**src/rtl/action_pkg.sv**
```systemverilog
// Shared action-stage definitions: action word layout, datapath widths and
// the fixed latency of the alu_1 instance.
package action_pkg;

   localparam int unsigned ACTION_LEN = 25;
   localparam int unsigned DATA_WIDTH = 48;
   localparam int unsigned OPCODE_HI  = 24;
   localparam int unsigned OPCODE_LO  = 21;
   localparam int unsigned ALU_LAT    = 2;

   function automatic logic [OPCODE_HI-OPCODE_LO:0] opcode_of(
      input logic [ACTION_LEN-1:0] action
   );
      return action[OPCODE_HI:OPCODE_LO];
   endfunction

endpackage

```
**src/rtl/rr_pick.sv**
```systemverilog
// Combinational round-robin picker: first set bit of elig at or above ptr,
// wrapping at NUM_REQ-1 (NUM_REQ need not be a power of two).
module rr_pick #(
   parameter int unsigned NUM_REQ = 4,
   parameter int unsigned TAG_W   = $clog2(NUM_REQ)
) (
   input  logic [NUM_REQ-1:0] elig,
   input  logic [TAG_W-1:0]   ptr,
   output logic [NUM_REQ-1:0] gnt,
   output logic [TAG_W-1:0]   idx,
   output logic               any
);

   localparam int N = int'(NUM_REQ);

   // Scan NUM_REQ positions starting at ptr; the first eligible lane wins.
   always_comb begin
      int j;
      gnt = '0;
      idx = '0;
      any = 1'b0;
      for (int k = 0; k < N; k++) begin
         j = int'(ptr) + k;
         if (j >= N) j = j - N;
         if (!any && elig[j]) begin
            any    = 1'b1;
            gnt[j] = 1'b1;
            idx    = TAG_W'(j);
         end
      end
   end

endmodule

```
**src/rtl/alu_issue_arbiter.sv**
```systemverilog
// Shares one ALU between NUM_REQ lanes: round-robin issue, a tag pipe matched
// to the ALU latency, and one-hot steering of results back to the issuing lane.
// Optional build macro ALU_ARB_STATS_EN adds per-lane grant and idle counters.
module alu_issue_arbiter
   import action_pkg::*;
#(
   parameter int unsigned NUM_REQ    = 4,
   parameter int unsigned ACTION_LEN = action_pkg::ACTION_LEN,
   parameter int unsigned DATA_WIDTH = action_pkg::DATA_WIDTH,
   parameter int unsigned ALU_LAT    = action_pkg::ALU_LAT
) (
   input  logic                             clk,
   input  logic                             rst,
   input  logic                             arb_en,
   input  logic [NUM_REQ-1:0]               lane_mask,
   input  logic [NUM_REQ-1:0]               req_valid,
   output logic [NUM_REQ-1:0]               req_ready,
   input  logic [NUM_REQ*ACTION_LEN-1:0]    req_action,
   input  logic [NUM_REQ*DATA_WIDTH-1:0]    req_op1,
   input  logic [NUM_REQ*DATA_WIDTH-1:0]    req_op2,
   output logic [ACTION_LEN-1:0]            alu_action,
   output logic                             alu_action_valid,
   output logic [DATA_WIDTH-1:0]            alu_op1,
   output logic [DATA_WIDTH-1:0]            alu_op2,
   input  logic [DATA_WIDTH-1:0]            alu_result,
   input  logic                             alu_result_valid,
   output logic [NUM_REQ-1:0]               resp_valid,
   output logic [DATA_WIDTH-1:0]            resp_data,
   output logic                             err_sticky
`ifdef ALU_ARB_STATS_EN
   ,
   output logic [NUM_REQ*32-1:0]            grant_cnt,
   output logic [31:0]                      idle_cnt
`endif
);

   localparam int unsigned TAG_W = $clog2(NUM_REQ);

   logic [NUM_REQ-1:0]    elig, gnt;
   logic [TAG_W-1:0]      win_idx, rr_ptr_q;
   logic                  win_any;
   logic [ACTION_LEN-1:0] win_action;
   logic [DATA_WIDTH-1:0] win_op1, win_op2;

   logic [ALU_LAT:0]      pipe_v_q;
   logic [TAG_W-1:0]      pipe_tag_q [ALU_LAT+1];
   logic                  head_v;
   logic [NUM_REQ-1:0]    head_onehot;

   assign elig      = req_valid & lane_mask & {NUM_REQ{arb_en}};
   assign req_ready = gnt;

   rr_pick #(
      .NUM_REQ (NUM_REQ),
      .TAG_W   (TAG_W)
   ) u_rr_pick (
      .elig (elig),
      .ptr  (rr_ptr_q),
      .gnt  (gnt),
      .idx  (win_idx),
      .any  (win_any)
   );

   // One-hot mux of the winning lane's action and operands.
   always_comb begin
      win_action = '0;
      win_op1    = '0;
      win_op2    = '0;
      for (int i = 0; i < int'(NUM_REQ); i++) begin
         if (gnt[i]) begin
            win_action = req_action[i*ACTION_LEN +: ACTION_LEN];
            win_op1    = req_op1[i*DATA_WIDTH +: DATA_WIDTH];
            win_op2    = req_op2[i*DATA_WIDTH +: DATA_WIDTH];
         end
      end
   end

   // Issue registers and round-robin pointer; data holds when nothing issues.
   always_ff @(posedge clk) begin
      if (rst) begin
         alu_action_valid <= 1'b0;
         alu_action       <= '0;
         alu_op1          <= '0;
         alu_op2          <= '0;
         rr_ptr_q         <= '0;
      end else begin
         alu_action_valid <= win_any;
         if (win_any) begin
            alu_action <= win_action;
            alu_op1    <= win_op1;
            alu_op2    <= win_op2;
            rr_ptr_q   <= (win_idx == TAG_W'(NUM_REQ - 1)) ? '0 : win_idx + 1'b1;
         end
      end
   end

   // Tag pipe: stage ALU_LAT lines up with the ALU result of the same op.
   always_ff @(posedge clk) begin
      if (rst) begin
         pipe_v_q <= '0;
         for (int s = 0; s <= int'(ALU_LAT); s++) pipe_tag_q[s] <= '0;
      end else begin
         pipe_v_q      <= {pipe_v_q[ALU_LAT-1:0], win_any};
         pipe_tag_q[0] <= win_idx;
         for (int s = 1; s <= int'(ALU_LAT); s++) pipe_tag_q[s] <= pipe_tag_q[s-1];
      end
   end

   assign head_v      = pipe_v_q[ALU_LAT];
   assign head_onehot = {{(NUM_REQ-1){1'b0}}, 1'b1} << pipe_tag_q[ALU_LAT];

   // Result steering; a valid mismatch latches the error and drops the slot.
   always_ff @(posedge clk) begin
      if (rst) begin
         resp_valid <= '0;
         resp_data  <= '0;
         err_sticky <= 1'b0;
      end else begin
         resp_valid <= (alu_result_valid && head_v) ? head_onehot : '0;
         if (alu_result_valid && head_v) resp_data <= alu_result;
         if (alu_result_valid != head_v) err_sticky <= 1'b1;
      end
   end

`ifdef ALU_ARB_STATS_EN
   logic [31:0] grant_cnt_q [NUM_REQ];
   logic [31:0] idle_cnt_q;

   // Saturating per-lane handshake counters and starvation-cycle counter.
   always_ff @(posedge clk) begin
      if (rst) begin
         for (int i = 0; i < int'(NUM_REQ); i++) grant_cnt_q[i] <= '0;
         idle_cnt_q <= '0;
      end else begin
         for (int i = 0; i < int'(NUM_REQ); i++) begin
            if (gnt[i] && grant_cnt_q[i] != '1) grant_cnt_q[i] <= grant_cnt_q[i] + 32'd1;
         end
         if (elig == '0 && req_valid != '0 && idle_cnt_q != '1) idle_cnt_q <= idle_cnt_q + 32'd1;
      end
   end

   // Flatten the counter array onto the output bus.
   always_comb begin
      grant_cnt = '0;
      for (int i = 0; i < int'(NUM_REQ); i++) grant_cnt[i*32 +: 32] = grant_cnt_q[i];
   end

   assign idle_cnt = idle_cnt_q;
`endif

endmodule

```
**config.mk**
```make
export PLATFORM = sky130hd
export DESIGN_NAME = alu_issue_arbiter
export DESIGN_NICKNAME = d
export VERILOG_FILES = /design/src/rtl/action_pkg.sv /design/src/rtl/rr_pick.sv /design/src/rtl/alu_issue_arbiter.sv
export SDC_FILE = /design/constraint.sdc
export NUM_CORES = 1
export LEC_CHECK = 0
export BUFFER_PORTS_ARGS = -buffer_cell sky130_fd_sc_hd__buf_2
export CAP_MARGIN = 0
export CORE_AREA = 2 2 278 280
export DETAILED_ROUTE_END_ITERATION = 12
export DIE_AREA = 0 0 280 282
export PLACE_DENSITY = 0.32
export REMOVE_ABC_BUFFERS = 1
export SLEW_MARGIN = 10
export SYNTH_ARGS = -nofsm -noshare
export SYNTH_HDL_FRONTEND = slang
export SYNTH_SLANG_ARGS = --single-unit
```
**constraint.sdc**
```tcl
create_clock -name clk -period 5.6 [get_ports clk]
set_input_delay 0.56 -clock clk [delete_from_list [all_inputs] [get_ports clk]]
set_output_delay 0.56 -clock clk [all_outputs]
set_load 0.05 [all_outputs]
```
==> impl_metrics.xml <==
<?xml version="1.0" encoding="UTF-8"?>
<metrics>
  <group name="routing">
    <metric name="final_routed_drc_violation_total" unit="">0</metric>
    <metric name="post_drt_wl_per_cell" unit="microns">21.8</metric>
    <metric name="drt-vias-per-instance" unit="">4.47</metric>
    <metric name="vias" unit="">12300</metric>
    <metric name="route.antenna.remaining_nets" unit="">0</metric>
    <metric name="drt_first_iter_violations" unit="">505</metric>
    <metric name="route.final.wire_length" unit="microns">59800</metric>
    <metric name="drtPass1Iterations" unit="">5</metric>
  </group>
  <group name="placement">
    <metric name="cell_count_after_placement" unit="">2709</metric>
    <metric name="gpl.final_weighted_congestion" unit="">0.885</metric>
    <metric name="place.port_buffers" unit="">722</metric>
    <metric name="placed_wire_length_estimate_after_detailed_placement" unit="microns">42900</metric>
  </group>
  <group name="logic_synthesis">
    <metric name="synth.distinct_cells" unit="">46</metric>
    <metric name="syn_inst" unit="">1123</metric>
    <metric name="ys.flop_type" unit="">sky130_fd_sc_hd__dfxtp_1</metric>
    <metric name="synth.area.top_cells" unit="">sky130_fd_sc_hd__dfxtp_1, sky130_fd_sc_hd__a311oi_1, sky130_fd_sc_hd__a21boi_0</metric>
    <metric name="async_flop_share" unit="">0</metric>
    <metric name="synth_area_leader_cell" unit="">sky130_fd_sc_hd__dfxtp_1</metric>
    <metric name="synth_enable_flop_cells" unit="">0</metric>
    <metric name="warning_count_from_the_yosys_run" unit="">0</metric>
    <metric name="post_synth.cell_area_avg" unit="sq um">8.57</metric>
    <metric name="synth_seq_cells" unit="">185</metric>
    <metric name="syn-cell-area" unit="sq um">9620</metric>
    <metric name="yosysTopAreaCellShare" unit="">0.385</metric>
    <metric name="synth.yosys.seq_area_share" unit="">0.385</metric>
  </group>
  <group name="grt">
    <metric name="grt_first_pass_wirelength" unit="microns">84300</metric>
    <metric name="grt_use_total" unit="">0.142</metric>
    <metric name="grt_max_degree" unit="">122</metric>
    <metric name="grt_antenna_before_repair" unit="">10</metric>
    <metric name="first_global_vias" unit="">12400</metric>
    <metric name="gr-total-overflow" unit="">0</metric>
  </group>
  <group name="sta">
    <metric name="worst_slew_margin_rel" unit="">0.386</metric>
    <metric name="final.period_utilization" unit="">0.764</metric>
    <metric name="timing.final.max_slew_violations" unit="">0</metric>
    <metric name="final_setup_tns" unit="ns">0</metric>
    <metric name="finalWorstPathRequiredPeriod" unit="ns">4.28</metric>
    <metric name="setup_skew_after_layout" unit="ns">0.0280</metric>
    <metric name="setup_viol" unit="">0</metric>
    <metric name="unrepaired_setup_endpoints_after_global_routing" unit="">false</metric>
    <metric name="finalHoldViolCount" unit="">0</metric>
    <metric name="tightestPinTransition" unit="ns">0.920</metric>
    <metric name="max_freq" unit="GHz">0.234</metric>
  </group>
  <group name="clock_tree">
    <metric name="number_of_buffers_added_to_fix_hold_violations_after_cts" unit="">0</metric>
    <metric name="cts_num_sinks" unit="">185</metric>
    <metric name="clock_insertion_delay_worst_skew" unit="ns">0.50</metric>
    <metric name="post_cts.repair.setup_buffers" unit="">0</metric>
    <metric name="cts_max_path_buffers" unit="">2</metric>
    <metric name="postCtsResizedCells" unit="">0</metric>
    <metric name="cts-buffers-inserted" unit="">17</metric>
    <metric name="tritoncts" unit="">yes</metric>
    <metric name="clk_pin_slew" unit="ns">0.11</metric>
    <metric name="htree_levels" unit="">4</metric>
    <metric name="cts_root_buffer" unit="">sky130_fd_sc_hd__clkbuf_16</metric>
  </group>
  <group name="pwr">
    <metric name="ir_drop" unit="mV">0.207</metric>
    <metric name="power_density" unit="nW/um^2">345</metric>
    <metric name="cellLeakagePower" unit="nW">6.41</metric>
    <metric name="switching_share" unit="">0.468</metric>
    <metric name="p_int" unit="mW">2.72</metric>
    <metric name="clockPowerShare" unit="">0.267</metric>
    <metric name="share_seq_of_total_power" unit="">0.307</metric>
    <metric name="comb_power_share" unit="">0.426</metric>
    <metric name="netSwitchingPower" unit="mW">2.39</metric>
  </group>
  <group name="setup_path">
    <metric name="crit_path_max_fanout" unit="">21</metric>
    <metric name="critPathCaptureType" unit="">primary output</metric>
    <metric name="r2r.worst_path.cells" unit="">8</metric>
    <metric name="timing.critical_path.cells" unit="">inv_1, ha_1, o311ai_2, o211ai_1, o2111ai_4, buf_4, buf_2</metric>
    <metric name="cp.arrival" unit="ns">3.72</metric>
    <metric name="cp_data_required_time" unit="ns">5.04</metric>
    <metric name="timing.critical_path.from_type" unit="">flop</metric>
    <metric name="endpoint" unit="">req_ready[0]</metric>
    <metric name="criticalPathCategory" unit="">flop to primary output</metric>
    <metric name="timing.reg2reg.setup_slack" unit="ns">1.66</metric>
    <metric name="crit_slowest_cell" unit="">sky130_fd_sc_hd__dfxtp_1</metric>
    <metric name="critical-path-max-stage-delay" unit="ns">0.68</metric>
    <metric name="r2r_end" unit="">alu_op1[41]$_SDFFE_PP0P_</metric>
  </group>
  <group name="floorplan">
    <metric name="die_w" unit="microns">280</metric>
    <metric name="std_cell_rows" unit="">101</metric>
    <metric name="number_of_i_o_pins" unit="">723</metric>
    <metric name="core" unit="sq um">75700</metric>
    <metric name="die_height" unit="microns">282</metric>
    <metric name="start_util" unit="">0.127</metric>
    <metric name="design.die.area" unit="sq um">79000</metric>
  </group>
  <group name="hold_path">
    <metric name="min_path_type" unit="">input port to flop</metric>
  </group>
  <group name="layout">
    <metric name="fraction_of_layout_cells_with_a_size_suffix_above_1" unit="">0.446</metric>
    <metric name="seqCellArea" unit="sq um">3700</metric>
    <metric name="fin_nets" unit="">2302</metric>
    <metric name="multiInputGateArea" unit="sq um">5360</metric>
    <metric name="commonest_non_fill_non_tap_cell_in_the_layout" unit="">sky130_fd_sc_hd__buf_2</metric>
    <metric name="count_of_fill_cells_added_during_filler_insertion" unit="">8618</metric>
    <metric name="non_filler_cells_in_the_finished_layout" unit="">2747</metric>
    <metric name="commonest_cells_after_routing_fill_and_taps_aside" unit="">sky130_fd_sc_hd__buf_2, sky130_fd_sc_hd__dfxtp_1, sky130_fd_sc_hd__nor2_1, sky130_fd_sc_hd__a21boi_0, sky130_fd_sc_hd__a311oi_1</metric>
    <metric name="syn_to_final_growth" unit="%">53.9</metric>
  </group>
  <group name="job">
    <metric name="drv.max_cap_violation_count" unit="">0</metric>
  </group>
  <group name="status">
    <metric name="outcome" unit="">finished clean</metric>
  </group>
</metrics>
[flip-flops by register name (all words and copies together) (netlist names), named ones only]
signal / count
rr_ptr_q: 1
pipe_tag_q: 6
resp_valid: 4
resp_data: 48
alu_action: 25
alu_op2: 48
err_sticky: 1
pipe_v_q: 3
alu_op1: 48
[final cells by class]
cell class / count / area share
multi-input combinational: 798 / 0.362
sequential: 185 / 0.250
antenna: 6 / 0.00101
tap: 978 / 0.0827
clock inverter: 15 / 0.0137
clock buffer: 17 / 0.0287
inverter: 5 / 0.00127
timing repair buffer: 743 / 0.260
[worst max-delay path, delay by kind of cell (launching register included)]
kind                     cells  cell delay [ns]
AO/OA/AOI/OAI                3             1.21
flip-flops                   1             0.68
buffers and inverters        3             0.86
adder cells (fa/ha/maj)      1             0.45
[metal layers]
layer,GRT usage,wire length [microns]
met4,0.0553,1590
met1,0.167,23900
met3,0.0359,3960
met5,0,59
met2,0.248,30300
[through the flow]
step	area, sq um	util	hold slack (ns)	worst slack (ns)	power, mW
finish	14800	0.196	0.288	1.32	5.11
global placement	14200	0.187	0.418	1.74	3.78
global route	14800	0.196	0.244	1.04	5.38
floorplan	9040	-	0.414	-2.51	2.94
detailed placement	14200	0.187	0.426	1.70	3.78
CTS	14800	0.195	0.221	1.24	5.21
[synth_stat cells, types with 3 or more instances]
master	instances
sky130_fd_sc_hd__o211ai_1	5
sky130_fd_sc_hd__buf_1	16
sky130_fd_sc_hd__o22ai_1	121
sky130_fd_sc_hd__a21oi_1	3
sky130_fd_sc_hd__nand3_1	7
sky130_fd_sc_hd__nor2b_1	7
sky130_fd_sc_hd__inv_1	5
sky130_fd_sc_hd__nand2_1	3
sky130_fd_sc_hd__buf_4	10
sky130_fd_sc_hd__clkbuf_1	84
sky130_fd_sc_hd__a21boi_0	124
sky130_fd_sc_hd__ha_1	8
sky130_fd_sc_hd__and3_1	6
sky130_fd_sc_hd__and2_1	4
sky130_fd_sc_hd__o21ai_0	5
sky130_fd_sc_hd__a311oi_1	122
sky130_fd_sc_hd__buf_2	24
sky130_fd_sc_hd__mux2i_1	49
sky130_fd_sc_hd__nor4_1	121
sky130_fd_sc_hd__dfxtp_1	185
sky130_fd_sc_hd__o2111ai_1	4
sky130_fd_sc_hd__nor2_1	179
[worst min-delay path by stage]
stage / start / end / cells after the start
6_report: alu_result[34] / resp_data[34]$_SDFFE_PP0P_ / 3
2_1_floorplan: pipe_tag_q[0][0]$_SDFF_PP0_ / pipe_tag_q[0][2]$_SDFF_PP0_ / 1
3_3_place_gp: pipe_tag_q[0][1]$_SDFF_PP0_ / pipe_tag_q[0][3]$_SDFF_PP0_ / 1
4_1_cts: alu_result[34] / resp_data[34]$_SDFFE_PP0P_ / 3
3_5_place_dp: pipe_v_q[1]$_SDFF_PP0_ / pipe_v_q[2]$_SDFF_PP0_ / 1
5_1_grt: alu_result[34] / resp_data[34]$_SDFFE_PP0P_ / 3
[cell families after synthesis]
family / count (synthesis) / share of synthesized area
XOR/XNOR: 2 / 0.00182
multiplexers: 49 / 0.0510
AND/OR/NAND/NOR: 340 / 0.175
AO/OA/AOI/OAI: 399 / 0.314
adder cells (fa/ha/maj): 8 / 0.0104
buffers and inverters: 140 / 0.0624
flip-flops: 185 / 0.385
[power groups by stage]
| stage | Combinational [mW] | Clock [mW] | Sequential (mW) |
|---|---|---|---|
| after global placement | 2.19 | 0 | 1.60 |
| after floorplan | 0.850 | 0 | 2.09 |
| after global routing | 2.32 | 1.47 | 1.59 |
| after detailed placement | 2.18 | 0 | 1.60 |
| final | 2.18 | 1.36 | 1.57 |
| after CTS | 2.19 | 1.45 | 1.57 |
(Power assumes the default switching activity.)
